$ cat src/rtl/instr_fetch_if.sv
// Memory read port between instr_fetch and instruction memory.
//   mem_req   : read request, held high until mem_ack
//   mem_addr  : read address, stable while mem_req is high
//   mem_ack   : memory returns mem_rdata this cycle
//   mem_rdata : instruction word from memory
// master = fetch stage side, slave = memory side.
interface instr_fetch_if;
  logic        mem_req;
  logic [31:0] mem_addr;
  logic        mem_ack;
  logic [31:0] mem_rdata;

  modport master (output mem_req, output mem_addr, input mem_ack, input mem_rdata);
  modport slave  (input mem_req, input mem_addr, output mem_ack, output mem_rdata);
endinterface

$ cat src/rtl/instr_fetch.sv
// Instruction fetch stage: reads the word at pc_in over a req/ack memory
// port, holds it for decode and pulses i_request to the pc block once
// decode takes it. Handles flush, misaligned-PC fault and memory timeout.
// Ports:
//   clock, reset     : clock, asynchronous active-high reset
//   en               : global enable; low freezes all state
//   pc_in            : current PC from the pc block
//   flush            : redirect; discard in-flight or held instruction
//   decode_ready     : decode accepts the held instruction
//   mem              : memory read port (instr_fetch_if.master)
//   instr_out/instr_pc/instr_valid : held instruction, its address, valid
//   i_request        : one-cycle pulse, PC may advance
//   misalign_fault, timeout_fault  : sticky faults, cleared only by reset
module instr_fetch #(
  parameter int unsigned TIMEOUT_CYCLES = 255,
  parameter logic [31:0] NOP_INSTR      = 32'h0000_0013
) (
  input  logic                 clock,
  input  logic                 reset,
  input  logic                 en,
  input  logic [31:0]          pc_in,
  input  logic                 flush,
  input  logic                 decode_ready,
  instr_fetch_if.master        mem,
  output logic [31:0]          instr_out,
  output logic [31:0]          instr_pc,
  output logic                 instr_valid,
  output logic                 i_request,
  output logic                 misalign_fault,
  output logic                 timeout_fault
);

  typedef enum logic [1:0] {IDLE, REQ, HOLD, DRAIN} state_t;

  localparam logic [7:0] TIMEOUT_V = 8'(TIMEOUT_CYCLES);

  state_t      state_q, state_d;
  logic [7:0]  cnt_q, cnt_d;
  logic [31:0] addr_q, addr_d;
  logic [31:0] instr_q, instr_d;
  logic [31:0] ipc_q, ipc_d;
  logic        mis_q, mis_d;
  logic        to_q, to_d;
  logic [7:0]  cnt_inc;

  always_comb begin
    state_d = state_q;
    cnt_d   = cnt_q;
    addr_d  = addr_q;
    instr_d = instr_q;
    ipc_d   = ipc_q;
    mis_d   = mis_q;
    to_d    = to_q;
    cnt_inc = cnt_q + 8'd1;

    if (en) begin
      unique case (state_q)
        IDLE: begin
          if (!mis_q && !to_q && !flush) begin
            if (pc_in[1:0] != 2'b00) begin
              mis_d = 1'b1;
            end else begin
              addr_d  = pc_in;
              cnt_d   = '0;
              state_d = REQ;
            end
          end
        end
        REQ: begin
          if (mem.mem_ack) begin
            if (flush) begin
              state_d = IDLE;
            end else begin
              instr_d = mem.mem_rdata;
              ipc_d   = addr_q;
              state_d = HOLD;
            end
          end else if (flush) begin
            state_d = DRAIN;
          end else begin
            // Fault fires on the no-ack cycle that brings the count to the
            // limit, so TIMEOUT_CYCLES REQ cycles elapse before giving up.
            cnt_d = cnt_inc;
            if (cnt_inc == TIMEOUT_V) begin
              to_d    = 1'b1;
              state_d = IDLE;
            end
          end
        end
        HOLD: begin
          if (flush || decode_ready) begin
            state_d = IDLE;
          end
        end
        DRAIN: begin
          // Request already on the bus must complete; its data is dropped.
          if (mem.mem_ack) begin
            state_d = IDLE;
          end
        end
        default: state_d = IDLE;
      endcase
    end
  end

  always_ff @(posedge clock or posedge reset) begin
    if (reset) begin
      state_q <= IDLE;
      cnt_q   <= '0;
      addr_q  <= '0;
      instr_q <= NOP_INSTR;
      ipc_q   <= '0;
      mis_q   <= 1'b0;
      to_q    <= 1'b0;
    end else begin
      state_q <= state_d;
      cnt_q   <= cnt_d;
      addr_q  <= addr_d;
      instr_q <= instr_d;
      ipc_q   <= ipc_d;
      mis_q   <= mis_d;
      to_q    <= to_d;
    end
  end

  assign mem.mem_req    = (state_q == REQ) || (state_q == DRAIN);
  assign mem.mem_addr   = addr_q;
  assign instr_out      = instr_q;
  assign instr_pc       = ipc_q;
  assign instr_valid    = (state_q == HOLD);
  assign i_request      = (state_q == HOLD) && decode_ready && !flush && en;
  assign misalign_fault = mis_q;
  assign timeout_fault  = to_q;

endmodule

$ cat src/flat_wrapper.sv
// flat-port wrapper written by rule: the top's interface ports become plain ports
module instr_fetch_flat 
#(
  parameter int unsigned TIMEOUT_CYCLES = 255,
  parameter logic [31:0] NOP_INSTR      = 32'h0000_0013
)
  (clock, reset, en, pc_in, flush, decode_ready, instr_out, instr_pc, instr_valid, i_request, misalign_fault, timeout_fault, mem_mem_req, mem_mem_addr, mem_mem_ack, mem_mem_rdata);
  instr_fetch_if mem_i ();
  input  logic clock;
  input  logic reset;
  input  logic en;
  input  logic [31:0] pc_in;
  input  logic flush;
  input  logic decode_ready;
  output logic [31:0] instr_out;
  output logic [31:0] instr_pc;
  output logic instr_valid;
  output logic i_request;
  output logic misalign_fault;
  output logic timeout_fault;
  output wire logic [$bits(mem_i.mem_req)-1:0] mem_mem_req;
  output wire logic [$bits(mem_i.mem_addr)-1:0] mem_mem_addr;
  input wire logic [$bits(mem_i.mem_ack)-1:0] mem_mem_ack;
  input wire logic [$bits(mem_i.mem_rdata)-1:0] mem_mem_rdata;
  assign mem_mem_req = mem_i.mem_req;
  assign mem_mem_addr = mem_i.mem_addr;
  assign mem_i.mem_ack = mem_mem_ack;
  assign mem_i.mem_rdata = mem_mem_rdata;
  instr_fetch #(.TIMEOUT_CYCLES(TIMEOUT_CYCLES), .NOP_INSTR(NOP_INSTR)) u_core (.clock(clock), .reset(reset), .en(en), .pc_in(pc_in), .flush(flush), .decode_ready(decode_ready), .mem(mem_i), .instr_out(instr_out), .instr_pc(instr_pc), .instr_valid(instr_valid), .i_request(i_request), .misalign_fault(misalign_fault), .timeout_fault(timeout_fault));
endmodule
$ cat config.mk
export PLATFORM = sky130hd
export DESIGN_NAME = instr_fetch_flat
export DESIGN_NICKNAME = d
export VERILOG_FILES = /design/src/rtl/instr_fetch_if.sv /design/src/rtl/instr_fetch.sv /design/src/flat_wrapper.sv
export SDC_FILE = /design/constraint.sdc
export NUM_CORES = 1
export LEC_CHECK = 0
export BUFFER_PORTS_ARGS = -buffer_cell sky130_fd_sc_hd__buf_4
export CAP_MARGIN = 20
export CORE_MARGIN = 5
export CORE_UTILIZATION = 48
export CTS_CLUSTER_DIAMETER = 30
export DETAILED_ROUTE_END_ITERATION = 12
export PLACE_DENSITY = 0.86
export SLEW_MARGIN = 20
export SYNTH_ARGS = -nofsm -noshare
export SYNTH_HDL_FRONTEND = slang
export SYNTH_SLANG_ARGS = --single-unit
export TNS_END_PERCENT = 5
$ cat constraint.sdc
create_clock -name clock -period 4.94 [get_ports clock]
set_input_delay 0.494 -clock clock [delete_from_list [all_inputs] [get_ports clock]]
set_output_delay 0.494 -clock clock [all_outputs]
set_load 0.01 [all_outputs]
=== Word level (Yosys, flattened, before mapping) ===
Index checks and enable logic that the tools add are counted.

* Register bits after elaboration: 108
* Input port bits: 70
* Output and inout bits: 101
* Logic and storage cells: 55

* $add $sub $neg: 1
* Eq/ne operators: 11
* Mux-type cells: 14
* Bitwise operators: 3
* Reduce and logical (&&, ||, !) cells: 19

{| class="wikitable"
|+ Operator list
! kind !! count
|-
| 2-to-1 mux 8 bit || 4
|-
| 2-to-1 mux 2 bit || 8
|-
| one-hot mux 8 bit (2 select lines) || 1
|-
| AND reduction 4 bit || 3
|-
| AND reduction 6 bit || 2
|-
| adder 8 x 1 -> 8 bit (second input constant) || 1
|-
| equality test 8 bit (second input constant) || 1
|-
| != test 2 bit (second input constant) || 4
|-
| one-hot mux 2 bit (4 select lines) || 1
|-
| logical AND 1 bit || 5
|-
| AND reduction 5 bit || 1
|-
| equality test 2 bit (second input constant) || 2
|-
| != test 2 x 1 -> 1 bit (second input constant) || 2
|-
| != test 4 x 3 -> 1 bit (second input constant) || 1
|-
| nonzero test 2 bit || 2
|-
| logical NOT 1 bit || 3
|-
| NOT 1 bit || 3
|-
| equality test 2 x 1 -> 1 bit (second input constant) || 1
|-
| logical NOT 2 bit || 1
|-
| logical OR 1 bit || 2
|}

=== Depth between registers and ports, before layout ===
Gate-level depths: netlist of run 1.

* Depth in word-level cells: 6
* Depth in mapped cells: 6
* Depth with buffers taken out: 6

=== Worst setup path after synthesis of run 1 ===
Ideal clock, no wire load.

* Path kind: input to register
* Start point: input flush
* End point: register u_core.instr_q[10] (netlist: u_core.instr_out[10])
* Setup time: 0.125 ns
* Arrival time: 1.392 ns
* Required time: 4.815 ns
* Setup slack: 3.423 ns
* Cell stages on the path: 5
* Buffers on the path: 1
* Path through: inv_1 -> ha_1 -> nand2_8 -> buf_12 -> mux2_4

* Word-level cells in the longest chain between the ends: 2

{| class="wikitable"
|+ Ends and longest elaborated chain
! item !! RTL line !! source
|-
| from (decl) || flat_wrapper.sv:13 || <nowiki>input logic flush;</nowiki>
|-
| NOT 1 bit (no line) || -- ||
|-
| AND reduction 4 bit (no line) || -- ||
|-
| to (signal assigned) || instr_fetch.sv:119 || <nowiki>instr_q <= instr_d;</nowiki>
|-
| to (decl) || instr_fetch.sv:40 || <nowiki>logic [31:0] instr_q, instr_d;</nowiki>
|}

No other way between the ends.
A chain may end at the register's enable or synchronous reset.

=== Worst setup path in the final report of run 1 ===
* Start point: register u_core.state_q[1]
* End point: register u_core.ipc_q[30] (netlist: u_core.instr_pc[30])

* Word-level cells in the longest chain between the ends: 2

{| class="wikitable"
|+ Ends and longest elaborated chain
! item !! RTL line !! source
|-
| from (decl) || instr_fetch.sv:37 || <nowiki>state_t state_q, state_d;</nowiki>
|-
| from (signal assigned) || instr_fetch.sv:116 || <nowiki>state_q <= state_d;</nowiki>
|-
| equality test 2 x 1 -> 1 bit || instr_fetch.sv:57 || <nowiki>unique case (state_q)</nowiki>
|-
| AND reduction 4 bit (no line) || -- ||
|-
| to (signal assigned) || instr_fetch.sv:120 || <nowiki>ipc_q <= ipc_d;</nowiki>
|-
| to (decl) || instr_fetch.sv:41 || <nowiki>logic [31:0] ipc_q, ipc_d;</nowiki>
|}

No other way between the ends.

==> results of run 1 <==
==> metal layers <==
metal / GRT usage [%] / vias to the layer above / wire length, um
met2: 28.5 / 102 / 5170
met3: 4.26 / 12 / 708
li1: - / 1392 / -
met4: 4.96 / 0 / 106
met1: 22.5 / 1491 / 4290
met5: 0 / - / 0
==> kinds of logic (layout without fill, tap and decap cells) <==
group | after synthesis | count (layout) | synth area share (%)
AO/OA/AOI/OAI | 25 | 25 | 3.39
XOR/XNOR | 5 | 5 | 0.935
adder cells (fa/ha/maj) | 5 | 5 | 1.34
buffers and inverters | 19 | 196 | 3.96
flip-flops | 108 | 108 | 57.8
multiplexers | 94 | 94 | 27.4
AND/OR/NAND/NOR | 41 | 41 | 5.16
==> registers in the layout (all words and copies together), names as in the netlist <==
| signal | count |
|---|---|
| u_core.instr_pc | 32 |
| u_core.misalign_fault | 1 |
| u_core.cnt_q | 8 |
| u_core.state_q | 2 |
| u_core.instr_out | 32 |
| u_core.mem.mem_addr | 32 |
| u_core.timeout_fault | 1 |
==> power by group through the flow <==
stage / clock network (mW) / registers, mW / logic, mW
2_1_floorplan: 0 / 1.53 / 0.464
3_3_place_gp: 0 / 1.41 / 1.16
3_5_place_dp: 0 / 1.42 / 1.19
4_1_cts: 0.570 / 1.41 / 1.20
5_1_grt: 0.609 / 1.45 / 1.26
6_report: 0.559 / 1.41 / 1.18
==> layout make-up <==
class | count | area (sq um)
well taps | 133 | 166
multi-input cells | 170 | 1790
clock inverters | 6 | 70.1
flip-flops and latches | 108 | 2710
repair buffers | 172 | 1310
fillers | 735 | 3420
inverters | 8 | 32.5
clock buffers | 10 | 138
==> cells in the mapped netlist (2+ instances only) <==
master / count / area, sq um
mux2_2: 34 / 383
xnor2_1: 3 / 26.3
and2_1: 2 / 12.5
and4_1: 2 / 17.5
dfstp_2: 3 / 78.8
o21ai_0: 11 / 55.1
nand2b_1: 2 / 12.5
inv_1: 8 / 30.0
and3_2: 2 / 15.0
nand2_1: 8 / 30.0
nand3_1: 4 / 20.0
mux2_4: 60 / 901
ha_1: 5 / 62.6
o21bai_1: 2 / 15.0
dfrtp_1: 105 / 2630
xor2_1: 2 / 17.5
o31ai_1: 2 / 15.0
buf_12: 6 / 120
nor3_1: 2 / 10.0
buf_2: 3 / 15.0
and3_1: 2 / 12.5
nor2_1: 9 / 33.8
nand4_1: 2 / 12.5
o22ai_1: 2 / 12.5
==> critical path: stages, from the launching register on <==
cell	delay (ps)
dfrtp_1	450
and3b_1	460
nand2_8	460
mux2_4	460
==> metrics by stage <==
stage / std cells / setup slack (ps)
after CTS: 606 / 2600
after global placement: 590 / 2500
after global routing: 607 / 2850
final: 607 / 2960
after detailed placement: 590 / 2420
after floorplan: 297 / 1610
==> worst paths after layout <==
path	end	slack [ps]
max reg2reg	u_core.instr_pc[30]	2960
min reg2reg	u_core.instr_out[12]	520
max	u_core.instr_pc[30]	2960
min	u_core.mem.mem_addr[31]	220
min in group clock	u_core.instr_out[1]	360
max in group asynchronous	u_core.instr_pc[2]	3590
==> cell usage in the layout, fill, tap and decap left out, drive strengths merged, types with 2 or more instances in the layout <==
cell / n
nand2: 9
and3: 4
o21ai: 12
nand4: 3
nand3: 4
and2b: 2
dfrtp: 105
inv: 10
dfstp: 3
clkbuf: 10
clkinv: 3
and4: 2
buf: 172
xor2: 2
o31ai: 2
xnor2: 3
o22ai: 2
nand2b: 2
and2: 3
ha: 5
mux2: 94
o21bai: 2
nor2: 9
nor3: 2
==> results_dict.tcl, run 1 <==
set metrics [dict create \
    r2r_cells 3 \
    timing.rr.start "u_core.state_q[1]" \
    fin_tns_setup_ps 0 \
    p_int_mw 2.19 \
    cp.required_ps 5180 \
    p_leak_nw 3.36 \
    powerDensity_nw_per_um2 506 \
    fin_skew_ps 12.3 \
    drv_cap 0 \
    finalCriticalPeriod_ps 1980 \
    total_power_mw 3.15 \
    yosysUniqueCellTypes 40 \
    grt_max_degree 65 \
    clockPowerShare_pct 17.8 \
    ctsResizeCount 0 \
    finalSetupViolCount 0 \
    p_seq_share_pct 44.9 \
    tightest_slew_ps 710 \
    hold_buffers 0 \
    syn_avg_cell_area_sq_um 15.8 \
    status "finished clean" \
    antenna_found_initial 0 \
    post-route-period-util_pct 40.1 \
    cts_buffer_depth 2 \
    diodes 0 \
    gp_congestion 0.909 \
    synthCells 297 \
    num_rows 36 \
    crit_path_start_kind "register" \
    start_util_pct 48.6 \
    clk_pin_slew_ps 100 \
    hold_ws_ps 219 \
    root_buffer "clkbuf_8" \
    htree_levels 3 \
    first_pass_iters 4 \
    hold_violations 0 \
    dieArea_sq_um 11800 \
    ios 171 \
    remaining_drc_errors 0 \
    hold_path_class "input pin to asynchronous set/reset pin" \
    viasPerCell 4.94 \
    cts_buffers 9 \
    fin_util_pct 64.5 \
    drtIter0Drc 76 \
    synthFlopType "dfrtp_1" \
    hpwl_um 7440 \
    fmax_ghz 0.505 \
    layout.nets 544 \
    worst-setup-path-type "register to register" \
    ys_warn_count 0 \
    p_switching_mw 0.959 \
    yosysSeqAreaShare_pct 57.8 \
    max_slew_margin_pct 52.6 \
    place_area_sq_um 5980 \
    syn_area_sq_um 4680 \
    drtAntennaViolNets 0 \
    async_reset_ff_share_pct 100 \
    combPwrFrac_pct 37.4 \
    rsz0062_at_grt "false" \
    synth.net_count 372 \
    cp-end-kind "register" \
    drive_gt1_share_pct 61.6 \
    clk_latency_ps 360 \
    wl_um 10300 \
    peakVddDrop_mv 0.223 \
    die_h_um 109 \
    switching_share_pct 30.5 \
    crit_fanout 64 \
    crit_start "u_core.state_q[1]" \
    grt_pass1_wl_um 16000 \
    ys_seq_elements 108 \
    slew_violations 0 \
    vias 2997 \
    track_usage_pct 17.2 \
    cts_setup_buffers 0 \
    die_w_um 109 \
    wl_per_cell_um 16.9 \
    core_area_sq_um 9640 \
    synth-edff-count 0 \
    critPathArrivalTime_ps 2220 \
    clock_sinks 108 \
    portBuffers 170 \
    grt.overflow.total 0 \
    syn_to_final_growth_pct 32.7 \
    grt_pass1_vias 3131 \
    fin_area_sq_um 6210 \
    cts_tree "yes" \
]
Note: power is estimated with default switching activity, not from simulation.
==> run 2, diff against run 1 <==
Settings changed: CORE_UTILIZATION 48 to 45, PLACE_DENSITY 0.86 to 0.85.
Clock period 4.94 ns to 1.7 ns, I/O delays scaled along.
==> run 2 against run 1 <==
Hold slack lost 190 ps; highest routed layer unchanged; critical path depth up 3; critical path type unchanged; sequential share of layout area is 0.96 points lower; die area is 6.0% higher; cell area up 2.3%; register-to-register slack worse by 2900 ps; largest power group unchanged; maximum frequency grew 24%; clock skew increased by 0.81 ps.
==> results_dict.tcl, run 2 (same netlist as run 1, synthesis figures left out) <==
set metrics [dict create \
    cp-end-kind "register" \
    cp.required_ps 1960 \
    holdPathEnd "u_core.instr_out[10]" \
    die_w_um 112 \
    slowest_stage "dfrtp_1" \
    root_buffer "clkbuf_8" \
    crit_chain "ha_1, nand3_1, xnor2_1, and3_1, a41oi_2, a21o_1" \
    finalCriticalPeriod_ps 1600 \
    total_power_mw 9.18 \
    wl_um 10400 \
    diodes 0 \
    fin_area_sq_um 6350 \
    cts_tree "yes" \
    timing.rr.start "u_core.cnt_q[0]" \
    drtAntennaViolNets 0 \
    place_area_sq_um 6130 \
    fin_skew_ps 13.1 \
    die_h_um 112 \
    slew_violations 0 \
    fin_cells 621 \
    layout.nets 555 \
    cts_buffers 9 \
    cts_setup_buffers 0 \
    fmax_ghz 0.625 \
    first_pass_iters 4 \
    viasPerCell 4.95 \
    crit_path_start_kind "register" \
    powerDensity_nw_per_um2 1450 \
    wl_per_cell_um 16.8 \
    clock_sinks 108 \
    clk_pin_slew_ps 100 \
    hpwl_um 7670 \
    fin_util_pct 62.1 \
    setup_ws_ps 100 \
    fin_tns_setup_ps 0 \
    htree_levels 3 \
    vias 3072 \
    syn_to_final_growth_pct 35.7 \
    grt.overflow.total 0 \
    gp_congestion 0.816 \
    critPathArrivalTime_ps 1860 \
    mostFrequentLayoutCells "buf_4, dfrtp_1, mux2_4, mux2_2" \
    grt_pass1_wl_um 17100 \
    ff2ff_setup_slack_ps 100 \
    crit_fanout 4 \
    antenna_found_initial 0 \
    tightest_slew_ps 565 \
    remaining_drc_errors 0 \
    grt_pass1_vias 3358 \
    layout_commonest_cell "buf_4" \
    rr_endpoint "u_core.state_q[0]" \
    start_util_pct 45.8 \
    cts_buffer_depth 2 \
    pre_cts_slack_ps 81.6 \
    min-delay-start "mem_mem_rdata[10]" \
    drv_cap 0 \
    hold_path_class "input pin to register" \
    worst-setup-path-type "register to register" \
    status "finished clean" \
    dieArea_sq_um 12500 \
    finalSetupViolCount 0 \
    p_leak_nw 3.42 \
    portBuffers 170 \
    drive_gt1_share_pct 62.5 \
    clk_latency_ps 360 \
    hold_violations 0 \
    hold_depth 2 \
    hold_ws_ps 31.6 \
    peakVddDrop_mv 0.664 \
    crit_start "u_core.cnt_q[0]" \
    core_area_sq_um 10200 \
    post-route-period-util_pct 94.1 \
    cpPeakStageDelay_ps 390 \
    num_rows 37 \
    placed_cells 604 \
    r2r_cells 6 \
    drtIter0Drc 118 \
    grt_max_degree 109 \
    track_usage_pct 16.8 \
    max_slew_margin_pct 62.3 \
    ios 171 \
]
-- run 2: cell count changes in the layout (fill, tap and decap cells not counted), sizes merged --
cell	change
clkinv	-2
clkinvlp	+1
dlygate4sd3	+1
clkbuf	+3
inv	-2
buf	+10
-- run 2: repair_timing --
item / CTS / global route
resized for setup: 0 / 3
hold buffers: 1 / 0
endpoints found under the setup margin: 0 / 6
endpoints found under the hold margin: 36 / 0
-- run 2: where the power goes --
group          internal, mW  switching, mW  leakage (nW)
Clock                 0.768          0.822         0.104
Combinational          2.21           1.32          1.91
Sequential             3.48          0.587          1.40
Total                  6.45           2.73          3.42
-- run 2: final cells by class --
class,count,area (sq um)
Timing Repair Buffer,183,1440
Multi-Input combinational cell,170,1800
Inverter,8,33.8
Clock buffer,13,159
Clock inverter,3,43.8
Tap cell,136,170
Fill cell,793,3880
Sequential cell,108,2710
-- run 2: worst max-delay path, delay by kind of cell, from the launching register on --
family          cells  cell delay [ps]
flops               1              390
simple gates        2              390
compound gates      2              330
fa+ha+maj           1              240
xor+xnor            1              150
-- run 2: routing by layer --
metal  vias to the layer above  GRT usage, %  share of wire (%)
li1                       1403             -                  -
met1                      1531          20.8                 41
met2                       117          28.3                 50
met3                        21          3.91                6.8
met4                         0          6.73                2.0
met5                         -             0                  0
-- run 2: worst max-delay path by stage --
stage	to	slack (ps)	depth (start not counted)
after floorplan	u_core.state_q[1]	200	6
after global placement	u_core.state_q[1]	170	6
after detailed placement	u_core.state_q[1]	80	6
after CTS	u_core.cnt_q[4]	70	6
after global routing	u_core.state_q[0]	-2	6
final	u_core.state_q[0]	100	6
